<file path="config.mk">
export PLATFORM = sky130hd
export DESIGN_NAME = vga_timing_core
export DESIGN_NICKNAME = d
export VERILOG_FILES = /design/src/rtl/vga_timing_pkg.sv /design/src/rtl/vga_axis_counter.sv /design/src/rtl/vga_timing_core.sv
export SDC_FILE = /design/constraint.sdc
export NUM_CORES = 1
export LEC_CHECK = 0
export CORE_MARGIN = 4
export CORE_UTILIZATION = 42
export DETAILED_ROUTE_END_ITERATION = 10
export PLACE_DENSITY = 0.72
export SYNTH_ARGS = -nofsm -noshare
export SYNTH_HDL_FRONTEND = slang
export SYNTH_SLANG_ARGS = --single-unit
</file>
<file path="constraint.sdc">
create_clock -name clk -period 4.2 [get_ports clk]
set_input_delay 0.84 -clock clk [delete_from_list [all_inputs] [get_ports clk]]
set_output_delay 0.84 -clock clk [all_outputs]
set_load 0.1 [all_outputs]
</file>
<file path="src/rtl/vga_timing_pkg.sv">
// Shared raster timing types and default 640x480@60 timing constants.
// Frame counter feature macro: VGA_TIMING_FRAME_CNT_EN (used by vga_timing_core).
package vga_timing_pkg;

   typedef enum logic [1:0] {PH_ACTIVE, PH_FRONT, PH_SYNC, PH_BACK} vga_phase_t;

   localparam int unsigned VGA_H_ACTIVE = 640;
   localparam int unsigned VGA_H_FRONT  = 16;
   localparam int unsigned VGA_H_SYNC   = 96;
   localparam int unsigned VGA_H_BACK   = 48;
   localparam int unsigned VGA_V_ACTIVE = 480;
   localparam int unsigned VGA_V_FRONT  = 10;
   localparam int unsigned VGA_V_SYNC   = 2;
   localparam int unsigned VGA_V_BACK   = 33;
   localparam bit          VGA_SYNC_NEG = 1'b1;

   // Number of counts spent in a given phase of one axis.
   function automatic int unsigned phase_len(vga_phase_t phase, int unsigned act,
                                             int unsigned fp, int unsigned sync,
                                             int unsigned bp);
      case (phase)
         PH_ACTIVE: return act;
         PH_FRONT:  return fp;
         PH_SYNC:   return sync;
         default:   return bp;
      endcase
   endfunction

endpackage

</file>
<file path="src/rtl/vga_axis_counter.sv">
// One raster axis: position counter plus ACTIVE->FRONT->SYNC->BACK phase FSM.
// phase_o is the phase being entered at the coming edge, so callers can register aligned decode.
module vga_axis_counter
   import vga_timing_pkg::*;
#(
   parameter int unsigned ACTIVE = VGA_H_ACTIVE,
   parameter int unsigned FRONT  = VGA_H_FRONT,
   parameter int unsigned SYNC   = VGA_H_SYNC,
   parameter int unsigned BACK   = VGA_H_BACK
) (
   input  logic       clk,
   input  logic       rst_n,
   input  logic       step_i,
   output logic [9:0] pos_o,
   output logic [1:0] phase_o,
   output logic       wrap_o
);

   localparam int unsigned TOTAL    = ACTIVE + FRONT + SYNC + BACK;
   localparam int unsigned FRONT_AT = phase_len(PH_ACTIVE, ACTIVE, FRONT, SYNC, BACK);
   localparam int unsigned SYNC_AT  = FRONT_AT + phase_len(PH_FRONT, ACTIVE, FRONT, SYNC, BACK);
   localparam int unsigned BACK_AT  = SYNC_AT + phase_len(PH_SYNC, ACTIVE, FRONT, SYNC, BACK);

   localparam logic [9:0] ACTIVE_LAST = 10'(FRONT_AT - 1);
   localparam logic [9:0] FRONT_LAST  = 10'(SYNC_AT - 1);
   localparam logic [9:0] SYNC_LAST   = 10'(BACK_AT - 1);
   localparam logic [9:0] LAST        = 10'(TOTAL - 1);

   if (ACTIVE == 0 || FRONT == 0 || SYNC == 0 || BACK == 0 || TOTAL > 1024) begin : g_bad_cfg
      $error("vga_axis_counter: zero-length phase or total count above 1024");
   end

   logic [9:0] count_q, count_d;
   vga_phase_t phase_q, phase_d;
   logic       wrap;

   always_comb begin
      count_d = count_q;
      phase_d = phase_q;
      wrap    = step_i && (count_q == LAST);
      if (step_i) begin
         count_d = wrap ? 10'd0 : count_q + 10'd1;
         // Each phase ends on the last count it owns; the next count opens the following phase.
         case (phase_q)
            PH_ACTIVE: if (count_q == ACTIVE_LAST) phase_d = PH_FRONT;
            PH_FRONT:  if (count_q == FRONT_LAST)  phase_d = PH_SYNC;
            PH_SYNC:   if (count_q == SYNC_LAST)   phase_d = PH_BACK;
            default:   if (wrap)                   phase_d = PH_ACTIVE;
         endcase
      end
   end

   always_ff @(posedge clk or negedge rst_n) begin
      if (!rst_n) begin
         count_q <= LAST;
         phase_q <= PH_BACK;
      end else begin
         count_q <= count_d;
         phase_q <= phase_d;
      end
   end

   assign pos_o   = count_q;
   assign phase_o = phase_d;
   assign wrap_o  = wrap;

endmodule

</file>
<file path="src/rtl/vga_timing_core.sv">
// Raster timing source: registered hpos/vpos, syncs, display_on and line/frame strobes.
// Define VGA_TIMING_FRAME_CNT_EN to build the 8-bit frame counter; otherwise frame_cnt is 0.
module vga_timing_core
   import vga_timing_pkg::*;
#(
   parameter int unsigned H_ACTIVE = VGA_H_ACTIVE,
   parameter int unsigned H_FRONT  = VGA_H_FRONT,
   parameter int unsigned H_SYNC   = VGA_H_SYNC,
   parameter int unsigned H_BACK   = VGA_H_BACK,
   parameter int unsigned V_ACTIVE = VGA_V_ACTIVE,
   parameter int unsigned V_FRONT  = VGA_V_FRONT,
   parameter int unsigned V_SYNC   = VGA_V_SYNC,
   parameter int unsigned V_BACK   = VGA_V_BACK,
   parameter bit          SYNC_NEG = VGA_SYNC_NEG
) (
   input  logic       clk,
   input  logic       rst_n,
   input  logic       pix_en,
   output logic [9:0] hpos,
   output logic [9:0] vpos,
   output logic       hsync,
   output logic       vsync,
   output logic       display_on,
   output logic       line_start,
   output logic       frame_start,
   output logic [7:0] frame_cnt
);

   localparam logic SYNC_IDLE = SYNC_NEG;

   logic [1:0] h_phase_d, v_phase_d;
   logic       h_wrap, v_wrap;

   vga_axis_counter #(
      .ACTIVE (H_ACTIVE),
      .FRONT  (H_FRONT),
      .SYNC   (H_SYNC),
      .BACK   (H_BACK)
   ) u_h_axis (
      .clk     (clk),
      .rst_n   (rst_n),
      .step_i  (pix_en),
      .pos_o   (hpos),
      .phase_o (h_phase_d),
      .wrap_o  (h_wrap)
   );

   vga_axis_counter #(
      .ACTIVE (V_ACTIVE),
      .FRONT  (V_FRONT),
      .SYNC   (V_SYNC),
      .BACK   (V_BACK)
   ) u_v_axis (
      .clk     (clk),
      .rst_n   (rst_n),
      .step_i  (h_wrap),
      .pos_o   (vpos),
      .phase_o (v_phase_d),
      .wrap_o  (v_wrap)
   );

   // Decode from the phases being entered so levels and strobes line up with the new coordinates.
   logic hsync_q, vsync_q, display_on_q, line_start_q, frame_start_q;
   logic hsync_d, vsync_d, display_on_d;

   assign hsync_d      = (h_phase_d == PH_SYNC) ? ~SYNC_IDLE : SYNC_IDLE;
   assign vsync_d      = (v_phase_d == PH_SYNC) ? ~SYNC_IDLE : SYNC_IDLE;
   assign display_on_d = (h_phase_d == PH_ACTIVE) && (v_phase_d == PH_ACTIVE);

   always_ff @(posedge clk or negedge rst_n) begin
      if (!rst_n) begin
         hsync_q       <= SYNC_IDLE;
         vsync_q       <= SYNC_IDLE;
         display_on_q  <= 1'b0;
         line_start_q  <= 1'b0;
         frame_start_q <= 1'b0;
      end else begin
         hsync_q       <= hsync_d;
         vsync_q       <= vsync_d;
         display_on_q  <= display_on_d;
         line_start_q  <= h_wrap;
         frame_start_q <= v_wrap;
      end
   end

   assign hsync       = hsync_q;
   assign vsync       = vsync_q;
   assign display_on  = display_on_q;
   assign line_start  = line_start_q;
   assign frame_start = frame_start_q;

`ifdef VGA_TIMING_FRAME_CNT_EN
   logic [7:0] frame_cnt_q;

   always_ff @(posedge clk or negedge rst_n) begin
      if (!rst_n) begin
         frame_cnt_q <= 8'd0;
      end else if (v_wrap) begin
         frame_cnt_q <= frame_cnt_q + 8'd1;
      end
   end

   assign frame_cnt = frame_cnt_q;
`else
   assign frame_cnt = 8'd0;
`endif

endmodule

</file>
After elaboration in Yosys (flattened, before gate mapping)
Index checks and enable logic that the tools add are counted.
- bits in registers: 29
- logic and storage cells: 48
- output and inout port bits: 33
- bits of input ports: 3
- eq/ne operators: 14
- $add $sub $neg: 2
- reductions and logical operators: 7
- multiplexer cells: 16
- operator list (operator ; number):
    $eq A10 B10 Y1 const B ; 5
    $eq A10 B9 Y1 const B ; 3
    $add A10 B1 Y10 const B ; 2
    $mux W10 ; 2
    $mux W2 ; 10
    $pmux W2 S3 ; 2
    $eq A2 B2 Y1 const B ; 4
    $logic_not A2 Y1 ; 4
    $eq A2 B1 Y1 const B ; 2
    $logic_and A1 B1 Y1 ; 3
    $mux W1 ; 2

Logic depth before layout (Yosys ltp)
- word-level depth: 8
- gate-level depth with buffers: 9
- mapped depth without buffers: 7

Cells and area by module
Synthesis repeated with hierarchy kept, for this count alone.
- cells, all modules: 142
- area total of the unflattened synthesis: 1545.2 um^2
- by module, submodules not included (module ; seq. area each (um^2) ; cells each ; area an instance (um^2) ; times used):
    vga_axis_counter at u_v_axis ; 306.5 ; 64 ; 683.2 ; 1
    vga_axis_counter at u_h_axis ; 311.5 ; 61 ; 645.6 ; 1
    vga_timing_core ; 127.6 ; 17 ; 216.5 ; 1

Worst setup path before layout
No wires, ideal clock.
- path type: reg-to-reg
- start point: register u_h_axis.count_q[0], in the netlist u_h_axis.pos_o[0]
- end point: register display_on_q, in the netlist display_on
- arrival: 2364 ps
- period minus slack after synthesis: 2459 ps
- setup time: 96 ps
- setup slack: 1741 ps
- path buffers: 1
- data required time: 4104 ps
- cell stages (with the launch flop): 9
- cell sequence: dfstp_2 ha_1 nand4_4 nand4bb_1 buf_2 inv_2 nand2_1 a311o_1 nor4_2
- RTL lines (element ; RTL line ; RTL):
    start: declaration ; vga_axis_counter.sv:33 ; logic [9:0] count_q, count_d;
    start signal: assignment ; vga_axis_counter.sv:58 ; count_q <= count_d;
    $eq A10 B10 Y1 ; vga_axis_counter.sv:40 ; wrap = step_i && (count_q == LAST);
    $logic_and A1 B1 Y1 ; vga_axis_counter.sv:40 ;
    $mux W2 ; vga_axis_counter.sv:48 ; default: if (wrap) phase_d = PH_ACTIVE;
    $pmux W2 S3 (*) ; vga_axis_counter.sv:44 ; case (phase_q)
    $mux W2 (*) ; vga_axis_counter.sv:41 ; if (step_i) begin
    net h_phase_d[0] ; vga_timing_core.sv:31 ; logic [1:0] h_phase_d, v_phase_d;
    $logic_not A2 Y1 (*) ; vga_timing_core.sv:68 ; assign display_on_d = (h_phase_d == PH_ACTIVE) && (v_phase_d == PH_ACTIVE);
    $logic_and A1 B1 Y1 (*) ; vga_timing_core.sv:68 ;
    net display_on_d ; vga_timing_core.sv:64 ; logic hsync_d, vsync_d, display_on_d;
    end signal: assignment ; vga_timing_core.sv:80 ; display_on_q <= display_on_d;
    end: declaration ; vga_timing_core.sv:63 ; logic hsync_q, vsync_q, display_on_q, line_start_q, frame_start_q;
The timed path passes the listed nets; every way through them passes the cells marked *.
A chain may end at the register's enable or synchronous reset.

Worst setup path in the final report
- start point: input pix_en
- end point: register display_on_q, in the netlist display_on
- RTL lines (element ; RTL line ; RTL):
    start: declaration ; vga_timing_core.sv:18 ; input logic pix_en,
    $logic_and A1 B1 Y1 ; vga_axis_counter.sv:40 ;
    $mux W2 ; vga_axis_counter.sv:48 ;
    $pmux W2 S3 ; vga_axis_counter.sv:44 ;
    $mux W2 (*) ; vga_axis_counter.sv:41 ;
    net h_phase_d[0] ; vga_timing_core.sv:31 ;
    $logic_not A2 Y1 (*) ; vga_timing_core.sv:68 ;
    $logic_and A1 B1 Y1 (*) ; vga_timing_core.sv:68 ;
    net display_on_d ; vga_timing_core.sv:64 ;
Marks and branches as above.

==> run summary <==
commonest non-fill, non-tap cell in the layout - clkdlybuf4s50_1
max-cap violation count - 0
share of cells above drive strength 1 - 0.164
setup repair bufs after CTS - 0
chip width - 68.6 µm
ys flop type - dfstp_2
Slew @ Worst Pin - 1.05 ns
antenna cells - 0
crit end category - flip-flop
CTS root buf - clkbuf_8
Worst Path Required - 4.38 ns
ys async rst share - 1.00
hpwl dp - 2360 µm
synthesized instance count - 150
final hold vios - 0
Placer Congestion - 0.847
Area after DPL - 1830 µm²
CP arrival - 3.14 ns
RSZ-0062 raised after global routing - no
crit share post-route - 0.704
PortBufs - 27
CTS H-tree lvls - 2
R2R depth - 7
vias in the first global route - 1,213
worst-path maximum fanout - 15
post-synthesis sequential element count - 29
post_cts resized - 0
Synth cell types - 37
Syn Area/Cell - 10.3 µm²
antenna violations before repair - 0
hold crit path type - flip-flop to flip-flop
RR Endpoint - display_on
Tmin final - 2.96 ns
Clock Pin Slew Worst Setup and Hold Paths - 0.06 ns
crit path launch - pix_en
Critical Path, Cell by Cell - clkdlybuf4s50_1, nand4_4, nand4bb_1, inv_2, nand2_1, a311o_1, nor4_2
most frequent cells in the layout - 27 x clkdlybuf4s50_1, 16 x dfstp_2, 13 x dfrtp_1, 12 x nand2_1, 10 x nand3_1
EDFF count, synth - 0
first-pass GRT wire length - 5500 µm
# rows - 21
CTS tree - built
cts bufs inserted - 5
Clock Sinks - 29
CTS Hold Buffers Added - 0
yosys warns - 0
max incr delay on CP - 0.67 ns
leakage - 0.802 nW
Detailed Route WL - 3260 µm
crit path to - display_on
highest clock rate - 338 MHz
Bufs on Longest Clock Path - 2
nets@finish - 189
gr ovfl total - 0
DR pass1 iterations - 4
Slew Limit Fails - 0
reg-to-reg startpoint - u_h_axis.pos_o[0]
VDD IR max - 0.000224 V
vias after detailed routing - 1,206
Seq/Total Area, Yosys - 0.484
core region area - 3440 µm²
WL/cell - 14.2 µm
status - finished, final reports clean
setup slack, reg-to-reg - 1.70 ns
final instance area - 1930 µm²
CP Class - input port to flip-flop
P&R area growth vs syn - 25.5%
crit start category - input port
Detail Route Antenna Nets - 0
Initial DRC Count - 85
largest net degree at the start of global routing - 25
Final setup viols - 0
crit path max-delay cell type - clkdlybuf4s50_1
die area - 4700 µm²
power per cell area - 490 nW/µm²
# IOs - 36
GR Util All Layers - 0.162
Initial Utilization - 0.447
Setup Skew - 0.00491 ns
Synth Cell Area - 1540 µm²
worst skew pair latency - 0.28 ns
# DRC - 0
relative slew slack - 0.297
Sum Neg Setup Slack - 0 ns
Via density - 5.27
die height - 68.6 µm
power by group:
part	internal [mW]	switching [mW]	leakage (nW)	total [mW]
clock	0.148	0.103	0.0542	0.251
sequential	0.320	0.0446	0.342	0.365
combinational	0.0711	0.261	0.405	0.332
cell type report:
cell class	count	area [µm²]
timing repair buffer	29	285
tap	46	57.6
fill	313	1510
sequential	29	746
multi-input combinational	110	717
clock inverter	1	5.00
inverter	7	26.3
clock buffer	7	96.3
worst max-delay path, delay by kind of cell:
| kind | cells | cell delay, ns |
|---|---|---|
| buffers and inverters | 2 | 1.01 |
| AND/OR/NAND/NOR | 4 | 0.93 |
| AO/OA/AOI/OAI | 1 | 0.35 |
state kept, by name, summed over array words and instances (netlist names):
name,flops
line_start,1
frame_start,1
u_h_axis.pos_o,10
display_on,1
vsync,1
hsync,1
u_v_axis.pos_o,10
u_h_axis.phase_q,2
u_v_axis.phase_q,2
cells in the mapped netlist (5+ instances only):
master | count | share of area
dfstp_2 | 16 | 0.27
nand2b_1 | 5 | 0.020
inv_1 | 6 | 0.015
dfrtp_1 | 13 | 0.21
o21ai_0 | 9 | 0.029
xnor2_1 | 8 | 0.045
nand2_1 | 12 | 0.029
buf_4 | 9 | 0.044
nor3_1 | 5 | 0.016
nor2_1 | 6 | 0.015
nand4_1 | 5 | 0.020
nand3_1 | 10 | 0.032
worst min path at each step:
stage | start | to | slack [ns] | depth (start not counted)
finish | u_h_axis.pos_o[0] | u_h_axis.pos_o[0] | 0.50 | 1
global route | u_h_axis.pos_o[0] | u_h_axis.pos_o[0] | 0.52 | 1
CTS | u_h_axis.pos_o[0] | u_h_axis.pos_o[0] | 0.51 | 1
detailed placement | u_h_axis.pos_o[0] | u_h_axis.pos_o[0] | 0.50 | 1
global placement | u_h_axis.pos_o[0] | u_h_axis.pos_o[0] | 0.49 | 1
floorplan | rst_n | display_on | 0.54 | 0
layer usage:
metal | track usage | wire length (µm) | vias to the layer above
met4 | 0.102 | 78 | 0
li1 | - | - | 578
met3 | 0.0567 | 179 | 9
met5 | 0 | 0 | -
met1 | 0.188 | 1430 | 579
met2 | 0.254 | 1570 | 40
cell families (layout without fill, tap and decap cells):
family / Yosys count / after routing / share of synthesized area
and+or+nand+nor: 66 / 66 / 0.263
buffers and inverters: 18 / 44 / 0.0674
adders and majority gates: 4 / 4 / 0.0325
xor gates and xnor gates: 10 / 10 / 0.0569
AOI/OAI and AO/OA: 19 / 19 / 0.0739
muxes: 3 / 3 / 0.0195
other: 1 / 8 / 0.00243
DFF: 29 / 29 / 0.484
stage by stage:
| stage | util | setup WS (ns) | hold WS [ns] | power, mW | cells |
|---|---|---|---|---|---|
| floorplan | - | 1.74 | 0.544 | 0.636 | 157 |
| global placement | 0.532 | 1.01 | 0.494 | 0.698 | 221 |
| detailed placement | 0.532 | 0.898 | 0.500 | 0.702 | 221 |
| CTS | 0.562 | 1.20 | 0.510 | 0.959 | 229 |
| global route | 0.562 | 0.906 | 0.519 | 0.996 | 229 |
| finish | 0.562 | 1.24 | 0.505 | 0.948 | 229 |
No activity file was read; power rests on OpenSTA's default activity.
